## src/rtl/i3c_bus_rx_word_pkg.sv

```systemverilog
// Shared types and helpers for the SDR bus word receiver.
package i3c_bus_rx_word_pkg;

  typedef enum logic {
    RX_MODE_WORD = 1'b0,
    RX_MODE_TBIT = 1'b1
  } i3c_rx_mode_e;

  typedef enum logic [1:0] {
    RxIdle = 2'd0,
    RxRecv = 2'd1,
    RxDone = 2'd2
  } i3c_rx_state_e;

  // The T-bit makes the total number of ones odd; returns 1 on a mismatch.
  function automatic logic odd_parity_err(input logic [31:0] data, input logic tbit);
    return ~(^data ^ tbit);
  endfunction

endpackage

```

## src/rtl/i3c_bus_rx_word_if.sv

```systemverilog
// Bus-side strobes and FSM request/result signals of the word receiver.
interface i3c_bus_rx_word_if #(
  parameter int unsigned DataWidth = 8
);
  logic                 sda_i;
  logic                 scl_posedge_i;
  logic                 bus_start_det_i;
  logic                 bus_stop_det_i;
  logic                 rx_req_bit_i;
  logic                 rx_req_word_i;
  logic                 rx_mode_i;
  logic                 rx_idle_o;
  logic                 rx_done_o;
  logic [DataWidth-1:0] rx_data_o;
  logic                 rx_tbit_o;
  logic                 rx_parity_err_o;
  logic                 rx_abort_o;

  modport master (
    output sda_i, scl_posedge_i, bus_start_det_i, bus_stop_det_i,
    output rx_req_bit_i, rx_req_word_i, rx_mode_i,
    input  rx_idle_o, rx_done_o, rx_data_o, rx_tbit_o, rx_parity_err_o, rx_abort_o
  );

  modport slave (
    input  sda_i, scl_posedge_i, bus_start_det_i, bus_stop_det_i,
    input  rx_req_bit_i, rx_req_word_i, rx_mode_i,
    output rx_idle_o, rx_done_o, rx_data_o, rx_tbit_o, rx_parity_err_o, rx_abort_o
  );
endinterface

```

## src/rtl/i3c_bus_rx_word.sv

```systemverilog
// SDR receiver: shifts in one bit or one MSB-first word (optionally plus T-bit)
// on SCL rising-edge strobes and reports done / parity error / abort pulses.
module i3c_bus_rx_word
  import i3c_bus_rx_word_pkg::*;
#(
  parameter int unsigned DataWidth = 8,
  parameter int unsigned CntWidth  = $clog2(DataWidth + 2)
) (
  input logic              clk_i,
  input logic              rst_i,
  i3c_bus_rx_word_if.slave bus
);

  i3c_rx_state_e        state_q, state_d;
  i3c_rx_mode_e         mode_q, mode_d;
  logic [CntWidth-1:0]  cnt_q, cnt_d;
  logic [CntWidth-1:0]  target_q, target_d;
  logic [DataWidth-1:0] shift_q, shift_d;
  logic [DataWidth-1:0] data_q, data_d;
  logic                 tbit_q, tbit_d;
  logic                 done_q, done_d;
  logic                 perr_q, perr_d;
  logic                 abort_q, abort_d;

  logic                 bus_evt_s;
  logic                 req_s;
  logic                 last_s;
  logic [DataWidth-1:0] shift_in_s;

  assign bus_evt_s  = bus.bus_start_det_i | bus.bus_stop_det_i;
  assign req_s      = bus.rx_req_bit_i | bus.rx_req_word_i;
  assign last_s     = ((cnt_q + CntWidth'(1)) == target_q);
  assign shift_in_s = (shift_q << 1'b1) | DataWidth'(bus.sda_i);

  // Next-state, datapath and pulse generation.
  always_comb begin
    state_d  = state_q;
    mode_d   = mode_q;
    cnt_d    = cnt_q;
    target_d = target_q;
    shift_d  = shift_q;
    data_d   = data_q;
    tbit_d   = tbit_q;
    done_d   = 1'b0;
    perr_d   = 1'b0;
    abort_d  = 1'b0;
    case (state_q)
      RxIdle: begin
        // A bus condition in the request cycle rejects the request.
        if (req_s && !bus_evt_s) begin
          state_d = RxRecv;
          cnt_d   = '0;
          shift_d = '0;
          if (bus.rx_req_word_i) begin
            mode_d   = i3c_rx_mode_e'(bus.rx_mode_i);
            target_d = bus.rx_mode_i ? CntWidth'(DataWidth + 1) : CntWidth'(DataWidth);
          end else begin
            mode_d   = RX_MODE_WORD;
            target_d = CntWidth'(1);
          end
        end else begin
          state_d = RxIdle;
        end
      end
      RxRecv: begin
        if (bus_evt_s) begin
          state_d = RxIdle;
          abort_d = 1'b1;
        end else if (bus.scl_posedge_i) begin
          if (last_s) begin
            state_d = RxDone;
            done_d  = 1'b1;
            cnt_d   = target_q;
            // In T-bit mode the final sample is the T-bit, the word is already complete.
            if (mode_q == RX_MODE_TBIT) begin
              data_d = shift_q;
              tbit_d = bus.sda_i;
              perr_d = odd_parity_err(32'(shift_q), bus.sda_i);
            end else begin
              data_d = shift_in_s;
              tbit_d = 1'b0;
            end
          end else begin
            cnt_d   = cnt_q + CntWidth'(1);
            shift_d = shift_in_s;
          end
        end else begin
          state_d = RxRecv;
        end
      end
      RxDone: begin
        state_d = RxIdle;
      end
      default: begin
        state_d = RxIdle;
      end
    endcase
  end

  // State and datapath registers.
  always_ff @(posedge clk_i or posedge rst_i) begin
    if (rst_i) begin
      state_q  <= RxIdle;
      mode_q   <= RX_MODE_WORD;
      cnt_q    <= '0;
      target_q <= '0;
      shift_q  <= '0;
      data_q   <= '0;
      tbit_q   <= 1'b0;
      done_q   <= 1'b0;
      perr_q   <= 1'b0;
      abort_q  <= 1'b0;
    end else begin
      state_q  <= state_d;
      mode_q   <= mode_d;
      cnt_q    <= cnt_d;
      target_q <= target_d;
      shift_q  <= shift_d;
      data_q   <= data_d;
      tbit_q   <= tbit_d;
      done_q   <= done_d;
      perr_q   <= perr_d;
      abort_q  <= abort_d;
    end
  end

  assign bus.rx_idle_o       = (state_q == RxIdle);
  assign bus.rx_done_o       = done_q;
  assign bus.rx_data_o       = data_q;
  assign bus.rx_tbit_o       = tbit_q;
  assign bus.rx_parity_err_o = perr_q;
  assign bus.rx_abort_o      = abort_q;

endmodule

```

## src/flat_wrapper.sv

```systemverilog
// flat-port wrapper written by rule: the top's interface ports become plain ports
module i3c_bus_rx_word_flat import i3c_bus_rx_word_pkg::*;
#(
  parameter int unsigned DataWidth = 8,
  parameter int unsigned CntWidth  = $clog2(DataWidth + 2)
)
  (clk_i, rst_i, bus_sda_i, bus_scl_posedge_i, bus_bus_start_det_i, bus_bus_stop_det_i, bus_rx_req_bit_i, bus_rx_req_word_i, bus_rx_mode_i, bus_rx_idle_o, bus_rx_done_o, bus_rx_data_o, bus_rx_tbit_o, bus_rx_parity_err_o, bus_rx_abort_o);
  i3c_bus_rx_word_if #(.DataWidth(DataWidth)) bus_i ();
  input logic clk_i;
  input logic rst_i;
  input wire logic [$bits(bus_i.sda_i)-1:0] bus_sda_i;
  input wire logic [$bits(bus_i.scl_posedge_i)-1:0] bus_scl_posedge_i;
  input wire logic [$bits(bus_i.bus_start_det_i)-1:0] bus_bus_start_det_i;
  input wire logic [$bits(bus_i.bus_stop_det_i)-1:0] bus_bus_stop_det_i;
  input wire logic [$bits(bus_i.rx_req_bit_i)-1:0] bus_rx_req_bit_i;
  input wire logic [$bits(bus_i.rx_req_word_i)-1:0] bus_rx_req_word_i;
  input wire logic [$bits(bus_i.rx_mode_i)-1:0] bus_rx_mode_i;
  output wire logic [$bits(bus_i.rx_idle_o)-1:0] bus_rx_idle_o;
  output wire logic [$bits(bus_i.rx_done_o)-1:0] bus_rx_done_o;
  output wire logic [$bits(bus_i.rx_data_o)-1:0] bus_rx_data_o;
  output wire logic [$bits(bus_i.rx_tbit_o)-1:0] bus_rx_tbit_o;
  output wire logic [$bits(bus_i.rx_parity_err_o)-1:0] bus_rx_parity_err_o;
  output wire logic [$bits(bus_i.rx_abort_o)-1:0] bus_rx_abort_o;
  assign bus_i.sda_i = bus_sda_i;
  assign bus_i.scl_posedge_i = bus_scl_posedge_i;
  assign bus_i.bus_start_det_i = bus_bus_start_det_i;
  assign bus_i.bus_stop_det_i = bus_bus_stop_det_i;
  assign bus_i.rx_req_bit_i = bus_rx_req_bit_i;
  assign bus_i.rx_req_word_i = bus_rx_req_word_i;
  assign bus_i.rx_mode_i = bus_rx_mode_i;
  assign bus_rx_idle_o = bus_i.rx_idle_o;
  assign bus_rx_done_o = bus_i.rx_done_o;
  assign bus_rx_data_o = bus_i.rx_data_o;
  assign bus_rx_tbit_o = bus_i.rx_tbit_o;
  assign bus_rx_parity_err_o = bus_i.rx_parity_err_o;
  assign bus_rx_abort_o = bus_i.rx_abort_o;
  i3c_bus_rx_word #(.DataWidth(DataWidth), .CntWidth(CntWidth)) u_core (.clk_i(clk_i), .rst_i(rst_i), .bus(bus_i));
endmodule
```

## config.mk

```make
export PLATFORM = sky130hd
export DESIGN_NAME = i3c_bus_rx_word_flat
export DESIGN_NICKNAME = d
export VERILOG_FILES = /design/src/rtl/i3c_bus_rx_word_pkg.sv /design/src/rtl/i3c_bus_rx_word_if.sv /design/src/rtl/i3c_bus_rx_word.sv /design/src/flat_wrapper.sv
export SDC_FILE = /design/constraint.sdc
export NUM_CORES = 1
export LEC_CHECK = 0
export CORE_MARGIN = 2
export CORE_UTILIZATION = 57
export DETAILED_ROUTE_END_ITERATION = 6
export GPL_ROUTABILITY_DRIVEN = 0
export HOLD_SLACK_MARGIN = 0.12
export PLACE_DENSITY = 0.84
export SETUP_SLACK_MARGIN = 0.1
export SYNTH_ARGS = -nofsm -noshare
export SYNTH_HDL_FRONTEND = slang
export SYNTH_SLANG_ARGS = --single-unit
```

## constraint.sdc

```tcl
create_clock -name clk_i -period 3.49 [get_ports clk_i]
set_input_delay 0.698 -clock clk_i [delete_from_list [all_inputs] [get_ports clk_i]]
set_output_delay 0.698 -clock clk_i [all_outputs]
set_load 0.05 [all_outputs]
```

==> run summary, run 1 <==
Status: completed
Worst Hold Class: reg -> reg
Final wirelength: 2638 um
Die Span X: 54.59 um
Met2 Track Usage GR: 30.75%
#FFs+latches synth: 29
Main synth FF type: dfrtp_1
CORE AREA: 2455 um2
Wire per inst: 15.52 um
# Max-Cap Violations: 0
Peak supply drop: 0.4645 mV
Routed via count: 979
GRT overflow: 0
Met1 usage: 29.86%
Sink Count: 29
Ys Warns: 0
Die Area: 2980 um2
Period utilisation layout: 67.32%
Placed inst area: 1699 um2
Worst Path Max Fanout: 5
Cts hold-fix bufs: 0
Initial antenna violation count: 0
Final Hold Fails: 0
Hold depth: 1
WP data required: 2.79 ns
Diode count: 0
RSZ-0062 raised after global routing: no
Final Cell Area: 1784 um2
Latest clock arrival within the worst-skew pair: 0.32 ns
Synth cell types: 33
Pin count of the biggest net entering global routing: 30
Reg clk slew, reported paths: 0.09 ns
Die H: 54.59 um
Layout cells sized above 1: 24.29%
Slew Viols, Final: 0
Clock buffer count from CTS: 5
Root Driver: clkbuf_4
Sum Neg Setup Slack: 0 ns
Iter 0 DRT Violations: 21
Cell Area, Synth: 1459 um2
Static leakage: 0.8465 nW
Cells after synthesis: 112
CP Class: reg -> out
Met3 Resource Use GR: 5.738%
Post-route antenna net violation count: 0
Max clock buf depth: 2
Number of gates resized after cts: 0
Clock Skew: 0.006614 ns
IO buf count: 21
Global Route Usage Sum: 21.53%
First-pass GRT wire length: 4340 um
Power per Cell Area: 483.7 nW/um2
Final Power: 0.8630 mW
DP HPWL: 1918 um
Crit. End Element: primary output
Area delta synth->final: 22.30%
H-tree depth: 2
DR DRC count: 0
Starting density of the core: 59.43%
Total setup buffers inserted after CTS: 0
Worst endpoint data arrival time: 1.65 ns
Seq/Total Area, Yosys: 49.74%
Final WS setup: 1.141 ns
Pin slew with the least headroom to its limit: 0.8079 ns
Syn nets: 122
Rel. slew slack: 45.57%
Final Critical Period: 2.349 ns
Core Util, Final: 72.68%
Fmax: 0.4257 GHz
Via density: 5.759
Pre-CTS setup slack: 0.8630 ns
Post-synthesis async set-or-reset flop share: 100.0%
IO Pins: 22
Final #Nets: 149
Grt peak-use layer: met2
Clock tree from TritonCTS: yes
EDFF count, synth: 0
Fillers: 169
Final setup viols: 0
Site Rows: 18
Pre-antenna DRT Iters: 4
Vias in the first global route: 934
Register-to-Register Path Depth: 5
CP Launch Type: register
Syn_area_per_cell: 13.03 um2
critical path: stages, from the launching register on:
cell and delay, ns:
dfrtp_1 0.42, nor2_1 0.11, clkdlybuf4s50_1 0.80
synthesized netlist by cell type (2+ instances only):
library cell  number  share of area [%]
xor2_1             3                1.8
nor2b_1            2               0.86
nor3_1             2               0.69
mux2_4             6                6.2
o21ai_0            3                1.0
dfrtp_1           29                 50
a22o_1            10                6.0
nor2_1             6                1.5
nand3_1            4                1.4
xnor2_1            8                4.8
a31oi_1            2               0.86
mux2_2            11                8.5
inv_1              6                1.5
cells in the final DEF, fill, tap and decap left out, types with 2 or more instances in the layout:
| master | synthesis | routed |
|---|---|---|
| mux2_2 | 11 | 11 |
| mux2_4 | 6 | 6 |
| a31oi_1 | 2 | 2 |
| nor3_1 | 2 | 2 |
| inv_1 | 6 | 6 |
| xor2_1 | 3 | 3 |
| nand3_1 | 4 | 4 |
| a22o_1 | 10 | 10 |
| dfrtp_1 | 29 | 29 |
| nor2_1 | 6 | 6 |
| o21ai_0 | 3 | 3 |
| nor2b_1 | 2 | 2 |
| clkbuf_4 | 0 | 5 |
| xnor2_1 | 8 | 8 |
| clkdlybuf4s50_1 | 0 | 21 |
registers in the layout (all words and copies together), names as in the netlist, 2 cells and up:
signal / cells
u_core.state_q: 2
u_core.cnt_q: 4
u_core.target_q: 2
u_core.shift_q: 8
u_core.bus.rx_data_o: 8
logic make-up after synthesis:
logic type                 Yosys count  synth area share, %
adders and majority gates            1               0.8575
and+or+nand+nor                     23                9.949
muxes                               17                14.67
AOI/OAI and AO/OA                   21                12.95
DFF                                 29                49.74
xor gates and xnor gates            13                9.263
buffers and inverters                8                2.572
stage by stage:
| stage | instances | hold WS [ns] |
|---|---|---|
| final | 170 | 0.5208 |
| after global routing | 170 | 0.5465 |
| after CTS | 170 | 0.5290 |
| after detailed placement | 162 | 0.4959 |
| after global placement | 162 | 0.4911 |
| after floorplan | 112 | 0.4925 |
cell type report:
cell class | instances | area [um2] | share of cell area [%]
Clock buffer | 7 | 55.05 | 3.086
Clock inverter | 1 | 30.03 | 1.683
Inverter | 6 | 22.52 | 1.262
Multi-Input combinational cell | 75 | 695.7 | 38.99
Sequential cell | 29 | 725.7 | 40.67
Tap cell | 30 | 37.54 | 2.104
Timing Repair Buffer | 22 | 217.7 | 12.20
where the power goes:
group	internal [mW]	switching, mW	leakage [nW]
clock network	0.171	0.109	0.0455
registers	0.357	0.0277	0.395
logic	0.0848	0.113	0.406
total	0.613	0.250	0.846
metal layers:
metal | wire, um | vias up
li1 | - | 464
met1 | 1183 | 476
met2 | 1249 | 32
met3 | 139 | 7
met4 | 65 | 0
met5 | 0 | -
final timing paths:
check / from / to / slack [ns]
min in group asynchronous: rst_i / u_core.bus.rx_data_o[3] / 0.74
worst min register to register: u_core.bus.rx_data_o[6] / u_core.bus.rx_data_o[6] / 0.52
worst min-delay path: u_core.bus.rx_data_o[6] / u_core.bus.rx_data_o[6] / 0.52
worst max-delay path: u_core.state_q[1] / bus_rx_idle_o / 1.14
max in group asynchronous: rst_i / u_core.state_q[0] / 2.49
worst max register to register: u_core.cnt_q[0] / u_core.bus.rx_data_o[4] / 1.27
Power figures use the tool's default switching activity.
==> inputs of run 2 (changes only) <==
CORE_UTILIZATION = 48   (was 57)
PLACE_DENSITY = 0.75   (was 0.84)
clock period = 2.11 ns   (was 3.49 ns; I/O delays follow)
==> run summary, run 2 (same netlist as run 1, synthesis figures left out) <==
Pint: 0.9008 mW
Die Span X: 59.13 um
Area delta synth->final: 24.79%
WP data required: 1.69 ns
Sink Count: 29
Pre-CTS setup slack: -0.03094 ns
Reg power frac: 48.5%
Site Rows: 20
Via density: 5.517
Status: completed
IO Pins: 22
H-tree depth: 2
Die H: 59.13 um
Final setup viols: 0
CP Buf/Inv Count: 1
Latest clock arrival within the worst-skew pair: 0.32 ns
Post-route antenna net violation count: 0
Layout cells sized above 1: 29.25%
Clock buffer count from CTS: 5
Max incr delay on CP: 0.81 ns
DP HPWL: 2089 um
Root Driver: clkbuf_4
Rel. slew slack: 66.64%
Most frequent cells in the layout: 29 x dfrtp_1, 20 x clkdlybuf4s50_1, 11 x mux2_2
Clk pwr share: 25.3%
Fmax: 0.5220 GHz
Pre-antenna DRT Iters: 4
Power per Cell Area: 721.5 nW/um2
Top delay family on crit path: buffers and inverters
Final #Nets: 157
Wire per inst: 15.48 um
Crit. End Element: primary output
GRT overflow: 0
First-pass GRT wire length: 4574 um
Final Power: 1.313 mW
Total setup buffers inserted after CTS: 0
Area of the multi-input gates: 700.7 um2
Final Cell Area: 1821 um2
Pin slew with the least headroom to its limit: 0.4989 ns
Period utilisation layout: 90.78%
Static leakage: 0.8719 nW
Clock tree from TritonCTS: yes
Max clock buf depth: 2
CP Launch Type: register
DR DRC count: 0
Core Util, Final: 61.13%
IO buf count: 21
Diode count: 0
Die Area: 3496 um2
CP max-delay cell: clkdlybuf4s50_1
Clock Skew: 0.004621 ns
Global Route Usage Sum: 18.46%
# Max-Cap Violations: 0
Routed via count: 993
Combinational share of power: 26.2%
Worst Path Max Fanout: 2
Iter 0 DRT Violations: 15
CP Class: reg -> out
Final Hold Fails: 0
P_sw: 0.4126 mW
Slew Viols, Final: 0
Pin count of the biggest net entering global routing: 30
Sw Ratio: 31.41%
Worst endpoint data arrival time: 1.49 ns
Final wirelength: 2787 um
Reg clk slew, reported paths: 0.08 ns
Final WS setup: 0.1945 ns
Starting density of the core: 48.99%
Peak supply drop: 0.4886 mV
RSZ-0062 raised after global routing: no
Worst Hold Class: in -> async
Final Critical Period: 1.916 ns
CORE AREA: 2978 um2
Commonest non-fill, non-tap cell in the layout: dfrtp_1
Initial antenna violation count: 0
Fillers: 247
Register area: 725.7 um2
Placed inst area: 1760 um2
Vias in the first global route: 986
CP cell instances: clkdlybuf4s50_1
==> run 2: final timing paths <==
check | cells past startpoint | slack [ns] | start | end
worst max-delay path | 1 | 0.19 | u_core.bus.rx_tbit_o | bus_rx_tbit_o
min in group clk_i | 1 | 0.51 | u_core.bus.rx_data_o[3] | u_core.bus.rx_data_o[3]
worst min-delay path | 3 | 0.47 | rst_i | u_core.bus.rx_parity_err_o
worst min register to register | 1 | 0.51 | u_core.bus.rx_data_o[3] | u_core.bus.rx_data_o[3]
worst max register to register | 5 | 0.21 | u_core.cnt_q[0] | u_core.shift_q[4]
max in group asynchronous | 3 | 1.37 | rst_i | u_core.state_q[0]
==> run 2: layout make-up <==
class	instances	share of cell area, %
Sequential cell	29	39.86
Multi-Input combinational cell	75	38.49
Timing Repair Buffer	30	15.12
Clock buffer	7	3.024
Tap cell	33	2.268
Inverter	6	1.237
==> run 2: power groups by stage <==
| stage | Combinational (mW) | Sequential [mW] | Clock [mW] |
|---|---|---|---|
| 2_1_floorplan | 0.214 | 0.665 | 0 |
| 3_3_place_gp | 0.323 | 0.646 | 0 |
| 3_5_place_dp | 0.334 | 0.647 | 0 |
| 4_1_cts | 0.336 | 0.637 | 0.343 |
| 5_1_grt | 0.368 | 0.644 | 0.375 |
| 6_report | 0.344 | 0.637 | 0.332 |
==> run 2: routing by layer <==
metal  wire (um)  GRT usage [%]  part of all wire, %
met5           0              0                    0
met4          73          10.06                  2.6
met3          94          5.240                  3.4
met2        1310          28.41                   47
met1        1309          23.47                   47
==> run 2: what timing repair did <==
action                                  CTS  global route
gates resized for setup                   0             1
hold buffers                              0             0
endpoints found under the setup margin    0            16
==> run 2: metrics by stage <==
step / instances / TNS [ns] / hold WS [ns]
3_5_place_dp: 173 / -0.2331 / 0.4901
3_3_place_gp: 173 / 0 / 0.4916
6_report: 180 / 0 / 0.4711
4_1_cts: 180 / 0 / 0.4791
2_1_floorplan: 112 / 0 / 0.4925
5_1_grt: 180 / 0 / 0.5085
